--- src/rtl/instruction_fetch_unit_if.sv ---
`default_nettype none
// ============================================================================
//  Module      : instruction_fetch_unit_if
//  Description : Bundles the instruction-memory port, the redirect request and
//                the decoupled instruction output of the fetch unit.
//  Revision    : 1.0  initial release
// ============================================================================
interface instruction_fetch_unit_if;
    logic [31:0] inst_add;
    logic [31:0] inst_data;
    logic        redirect_valid;
    logic [31:0] redirect_pc;
    logic        out_valid;
    logic        out_ready;
    logic [31:0] out_inst;
    logic [31:0] out_pc;
    logic        misalign_fault;

    // Fetch unit side
    modport master (
        output inst_add,
        input  inst_data,
        input  redirect_valid,
        input  redirect_pc,
        output out_valid,
        input  out_ready,
        output out_inst,
        output out_pc,
        output misalign_fault
    );

    // Core / memory side
    modport slave (
        input  inst_add,
        output inst_data,
        output redirect_valid,
        output redirect_pc,
        input  out_valid,
        output out_ready,
        input  out_inst,
        input  out_pc,
        input  misalign_fault
    );
endinterface
`default_nettype wire

--- src/rtl/instruction_fetch_unit.sv ---
`default_nettype none
// ============================================================================
//  Module      : instruction_fetch_unit
//  Description : Sequential instruction fetcher with a small prefetch FIFO of
//                {pc, inst} pairs, redirect flush and misaligned-target fault.
//  Revision    : 1.0  initial release
// ============================================================================
module instruction_fetch_unit #(
    parameter logic [31:0] RESET_PC = 32'h0000_0000,
    parameter int          QDEPTH   = 2
) (
    input  logic                        clock,
    input  logic                        reset,
    instruction_fetch_unit_if.master    bus
);

    localparam int              c_PW      = $clog2(QDEPTH);
    localparam logic [c_PW:0]   c_DEPTH   = (c_PW+1)'(QDEPTH);
    localparam logic [c_PW:0]   c_CNT_ONE = (c_PW+1)'(1);
    localparam logic [c_PW-1:0] c_PTR_ONE = c_PW'(1);

    typedef enum logic [0:0] {
        ST_RUN   = 1'b0,
        ST_FAULT = 1'b1
    } state_t;

    state_t            r_state;
    state_t            w_state_nxt;
    logic [31:0]       r_fpc;
    logic [c_PW:0]     r_count;
    logic [c_PW-1:0]   r_wr_ptr;
    logic [c_PW-1:0]   r_rd_ptr;
    logic [31:0]       r_pc_mem   [QDEPTH];
    logic [31:0]       r_inst_mem [QDEPTH];

    logic              w_out_valid;
    logic              w_pop;
    logic              w_push;

    // Handshake qualifiers; a full queue still accepts a word when the head leaves
    always_comb begin
        w_out_valid = (r_count != '0) && (r_state == ST_RUN);
        w_pop       = w_out_valid && bus.out_ready;
        w_push      = (r_state == ST_RUN) && !bus.redirect_valid &&
                      ((r_count < c_DEPTH) || w_pop);
    end

    assign bus.inst_add       = r_fpc;
    assign bus.out_valid      = w_out_valid;
    assign bus.out_inst       = r_inst_mem[r_rd_ptr];
    assign bus.out_pc         = r_pc_mem[r_rd_ptr];
    assign bus.misalign_fault = (r_state == ST_FAULT);

    // State register
    always_ff @(posedge clock) begin
        if (!reset) begin
            r_state <= ST_RUN;
        end else begin
            r_state <= w_state_nxt;
        end
    end

    // Next state: only a redirect moves the FSM, its target alignment decides where
    always_comb begin
        w_state_nxt = r_state;
        if (bus.redirect_valid) begin
            w_state_nxt = (bus.redirect_pc[1:0] == 2'b00) ? ST_RUN : ST_FAULT;
        end
    end

    // Fetch PC, occupancy and pointers; redirect flushes and discards any pop
    always_ff @(posedge clock) begin
        if (!reset) begin
            r_fpc    <= RESET_PC;
            r_count  <= '0;
            r_wr_ptr <= '0;
            r_rd_ptr <= '0;
        end else if (bus.redirect_valid) begin
            r_fpc    <= {bus.redirect_pc[31:2], 2'b00};
            r_count  <= '0;
            r_wr_ptr <= '0;
            r_rd_ptr <= '0;
        end else begin
            if (w_push) begin
                r_fpc    <= r_fpc + 32'd4;
                r_wr_ptr <= r_wr_ptr + c_PTR_ONE;
            end
            if (w_pop) begin
                r_rd_ptr <= r_rd_ptr + c_PTR_ONE;
            end
            if (w_push && !w_pop) begin
                r_count <= r_count + c_CNT_ONE;
            end else if (w_pop && !w_push) begin
                r_count <= r_count - c_CNT_ONE;
            end
        end
    end

    // Queue storage; contents need no reset because occupancy gates visibility
    always_ff @(posedge clock) begin
        if (reset && w_push) begin
            r_pc_mem[r_wr_ptr]   <= r_fpc;
            r_inst_mem[r_wr_ptr] <= bus.inst_data;
        end
    end

endmodule
`default_nettype wire

--- src/flat_wrapper.sv ---
// flat-port wrapper written by rule: the top's interface ports become plain ports
module instruction_fetch_unit_flat 
#(
    parameter logic [31:0] RESET_PC = 32'h0000_0000,
    parameter int          QDEPTH   = 2
)
  (clock, reset, bus_inst_add, bus_inst_data, bus_redirect_valid, bus_redirect_pc, bus_out_valid, bus_out_ready, bus_out_inst, bus_out_pc, bus_misalign_fault);
  instruction_fetch_unit_if bus_i ();
  input  logic clock;
  input  logic reset;
  output wire logic [$bits(bus_i.inst_add)-1:0] bus_inst_add;
  input wire logic [$bits(bus_i.inst_data)-1:0] bus_inst_data;
  input wire logic [$bits(bus_i.redirect_valid)-1:0] bus_redirect_valid;
  input wire logic [$bits(bus_i.redirect_pc)-1:0] bus_redirect_pc;
  output wire logic [$bits(bus_i.out_valid)-1:0] bus_out_valid;
  input wire logic [$bits(bus_i.out_ready)-1:0] bus_out_ready;
  output wire logic [$bits(bus_i.out_inst)-1:0] bus_out_inst;
  output wire logic [$bits(bus_i.out_pc)-1:0] bus_out_pc;
  output wire logic [$bits(bus_i.misalign_fault)-1:0] bus_misalign_fault;
  assign bus_inst_add = bus_i.inst_add;
  assign bus_i.inst_data = bus_inst_data;
  assign bus_i.redirect_valid = bus_redirect_valid;
  assign bus_i.redirect_pc = bus_redirect_pc;
  assign bus_out_valid = bus_i.out_valid;
  assign bus_i.out_ready = bus_out_ready;
  assign bus_out_inst = bus_i.out_inst;
  assign bus_out_pc = bus_i.out_pc;
  assign bus_misalign_fault = bus_i.misalign_fault;
  instruction_fetch_unit #(.RESET_PC(RESET_PC), .QDEPTH(QDEPTH)) u_core (.clock(clock), .reset(reset), .bus(bus_i));
endmodule
--- config.mk ---
export PLATFORM = sky130hd
export DESIGN_NAME = instruction_fetch_unit_flat
export DESIGN_NICKNAME = d
export VERILOG_FILES = /design/src/rtl/instruction_fetch_unit_if.sv /design/src/rtl/instruction_fetch_unit.sv /design/src/flat_wrapper.sv
export SDC_FILE = /design/constraint.sdc
export NUM_CORES = 1
export LEC_CHECK = 0
export CAP_MARGIN = 20
export CORE_MARGIN = 2
export CORE_UTILIZATION = 25
export DETAILED_ROUTE_END_ITERATION = 7
export PLACE_DENSITY = 0.56
export SYNTH_ARGS = -nofsm -noshare
export SYNTH_HDL_FRONTEND = slang
export SYNTH_SLANG_ARGS = --single-unit
--- constraint.sdc ---
create_clock -name clock -period 7.99 [get_ports clock]
set_input_delay 2.397 -clock clock [delete_from_list [all_inputs] [get_ports clock]]
set_output_delay 2.397 -clock clock [all_outputs]
set_load 0.03 [all_outputs]
==> flow_summary.toml <==
[worst_setup_path]
arrival_ns = 5.40
r2r_start = "u_core.bus.misalign_fault"
ff2ff_setup_slack_ns = 5.06
r2r_end = "u_core.r_inst_mem[0][12]"
crit_fanout = 40
critPathRequiredTime_ns = 8.04
criticalPathCategory = "in -> reg"
start_kind = "input pin"
reg2regPathDepth = 6
cp-end-kind = "flip-flop"

[die]
start_util_pct = 25.5
fp.dieW_um = 164
die_h_um = 164
row_count = 58
dieArea_um2 = 27000
io_pins = 166
core-area_um2 = 25300

[pwr]
p_sw_share_pct = 24.5
peakVddDrop_v = 0.000117
power.share.combinational_pct = 11.3
powerDensity_nw_per_um2 = 223
p_leak_nw = 2.92
p_switching_w = 0.000491
pwr-share-seq_pct = 48.1
p_clk_share_pct = 40.6
p_int_w = 0.00151

[timing]
setup_viol = 0
slew-limit-headroom_pct = 39.0
finalSetupTns_ns = 0
period_needed_ns = 5.35
min_period_over_period_pct = 66.9
slew_violations = 0
fmax_mhz = 187
tightest_slew_ns = 0.915
hold_ws_ns = 0.510
skew_ns = 0.0108
hold_viol = 0
rsz0062_at_grt = "false"

[layout]
finalNonFillerCells = 941
post-route-util_pct = 35.6
fillerInstances = 2424
antenna_cells = 0
area_growth_pct = 39.6
drive_gt1_share_pct = 17.3
final_nets = 668
postLayoutCellArea_um2 = 8990

[clock_tree]
cts.path.max_buffers = 2
cts_buffers = 17
worstSkewPairLatency_ns = 0.42
cts_resized = 0
holdBufCountCts = 0
h-tree-depth = 4
cts_setup_buffers = 0
cts.sinks = 160
cts.clk_slew.worst_paths_ns = 0.07
cts_tree = "yes"
cts-root-buf = "clkbuf_16"

[place]
place_congestion = 0.824
dp_hpwl_um = 11200
place_area_um2 = 8380
io_buffers = 161
dp.cells = 908

[yosys]
ys_types = 50
synth_seq_cells = 160
ys_seq_area_share_pct = 69.1
synthesis.instances = 435
ys.flop_type = "edfxtp_1"
synth-edff-count = 124
syn_avg_cell_area_um2 = 14.8
syn-cell-area_um2 = 6440
synthArstFlopShare_pct = 0
ys.warnings.count = 0

[route]
ant_nets = 0
first_pass_iters = 4
initialDrtViolationCount = 241
num_vias = 4211
routed_wl_um = 16200
vias_per_cell = 4.48
wl_per_cell_um = 17.2
drc = 0

[worst_hold_path]
hold_depth = 2
whs_endpoint = "u_core.r_rd_ptr"
hold_class = "reg -> reg"
hold_start = "u_core.r_rd_ptr"

[flow_run]
cap_violations = 0

[run_status]
status = "completed"

[global_routing]
grt_pass1_vias = 4304
grt_use_total_pct = 12.0
antenna_found_initial = 0
grt_max_degree = 63
grt_pass1_wl_um = 24200
globalRouteOverflowTotal = 0
## cells in the mapped netlist, drive strengths merged (3+ instances only)
library cell,n,area share [%]
nor4,3,0.62
a211oi,6,0.70
dfxtp,36,11
nand3,11,0.86
clkbuf,15,0.87
o21ai,12,0.93
nor2,22,1.3
xnor2,7,0.95
buf,8,1.0
and3,4,0.39
xor2,16,2.2
a31oi,3,0.29
edfxtp,124,58
nand4,15,1.5
nor3,6,0.47
nand2,26,1.5
mux2,66,12
a21oi,19,1.5
inv,3,0.17
## placed cells by master, fill, tap and decap left out, types with 3 or more instances in the layout
| cell | count |
|---|---|
| mux2_2 | 64 |
| nand4_1 | 15 |
| edfxtp_1 | 124 |
| a21oi_1 | 19 |
| nor3_1 | 6 |
| inv_1 | 3 |
| clkdlybuf4s50_1 | 161 |
| inv_6 | 3 |
| a211oi_1 | 6 |
| clkinvlp_4 | 4 |
| o21ai_0 | 12 |
| nand2_1 | 26 |
| a31oi_1 | 3 |
| nand3_1 | 11 |
| xnor2_1 | 7 |
| nor2_1 | 21 |
| clkinv_4 | 4 |
| dfxtp_1 | 35 |
| clkbuf_16 | 17 |
| xor2_1 | 16 |
| conb_1 | 4 |
| and3_1 | 3 |
## metrics by stage
stage	power (W)	setup slack (ns)
floorplan	0.00109	1.79
global placement	0.00121	2.25
detailed placement	0.00121	2.16
CTS	0.00203	2.60
global route	0.00208	2.40
finish	0.00200	2.64
## routing by layer
| layer | share of wire (%) | GRT usage, % |
|---|---|---|
| met3 | 6.2 | 3.44 |
| met5 | 0 | 0 |
| met4 | 1.1 | 3.87 |
| met1 | 46 | 15.6 |
| met2 | 47 | 19.2 |
## flip-flops by register name, summed over array words and instances (netlist names), named ones only
| signal | count |
|---|---|
| u_core.bus.misalign_fault | 1 |
| u_core.r_rd_ptr | 1 |
| u_core.r_inst_mem | 64 |
| u_core.bus.inst_add | 30 |
| u_core.r_wr_ptr | 1 |
| u_core.r_count | 2 |
| u_core.r_pc_mem | 60 |
## critical path, stage by stage
cell	delay, ns
clkdlybuf4s50_1	0.76
or2_4	0.42
or2_1	0.31
clkinv_4	0.11
nand2_1	0.13
nor2_4	0.62
buf_4	0.58
## worst max-delay path by stage
| stage | startpoint | end | slack, ns | cells after the start |
|---|---|---|---|---|
| floorplan | bus_redirect_valid | u_core.r_inst_mem[0][0] | 1.79 | 6 |
| global placement | bus_redirect_valid | u_core.r_inst_mem[0][29] | 2.25 | 7 |
| detailed placement | bus_redirect_valid | u_core.r_inst_mem[0][29] | 2.16 | 7 |
| CTS | bus_redirect_valid | u_core.r_inst_mem[0][12] | 2.60 | 7 |
| global route | bus_redirect_valid | u_core.r_inst_mem[0][12] | 2.40 | 7 |
| finish | bus_redirect_valid | u_core.r_inst_mem[0][12] | 2.64 | 7 |
## power groups by stage
stage / registers, W / clock network (W) / logic, W
finish: 0.000962 / 0.000812 / 0.000226
global route: 0.000967 / 0.000870 / 0.000239
CTS: 0.000963 / 0.000836 / 0.000229
detailed placement: 0.000981 / 0 / 0.000227
global placement: 0.000980 / 0 / 0.000226
floorplan: 0.000988 / 0 / 0.000104
## cell families (layout without fill, tap and decap cells)
logic type      count (synthesis)  count (layout)  synth area share (%)
flops                         160             160                  69.1
fa+ha+maj                       2               2                 0.389
mux                            67              67                  11.7
buf+inv                        28             201                  2.25
simple gates                  101             101                  8.26
other cells                     1               4                0.0583
compound gates                 53              53                  5.15
xor+xnor                       23              23                  3.13
## layout make-up
type | count | area, µm² | share of cell area [%]
Multi-Input combinational cell | 250 | 1870 | 20.8
Clock inverter | 13 | 154 | 1.71
Inverter | 5 | 23.8 | 0.265
Clock buffer | 19 | 443 | 4.93
Timing Repair Buffer | 164 | 1630 | 18.2
Tap cell | 330 | 413 | 4.59
Sequential cell | 160 | 4450 | 49.5
(Power assumes the default switching activity.)
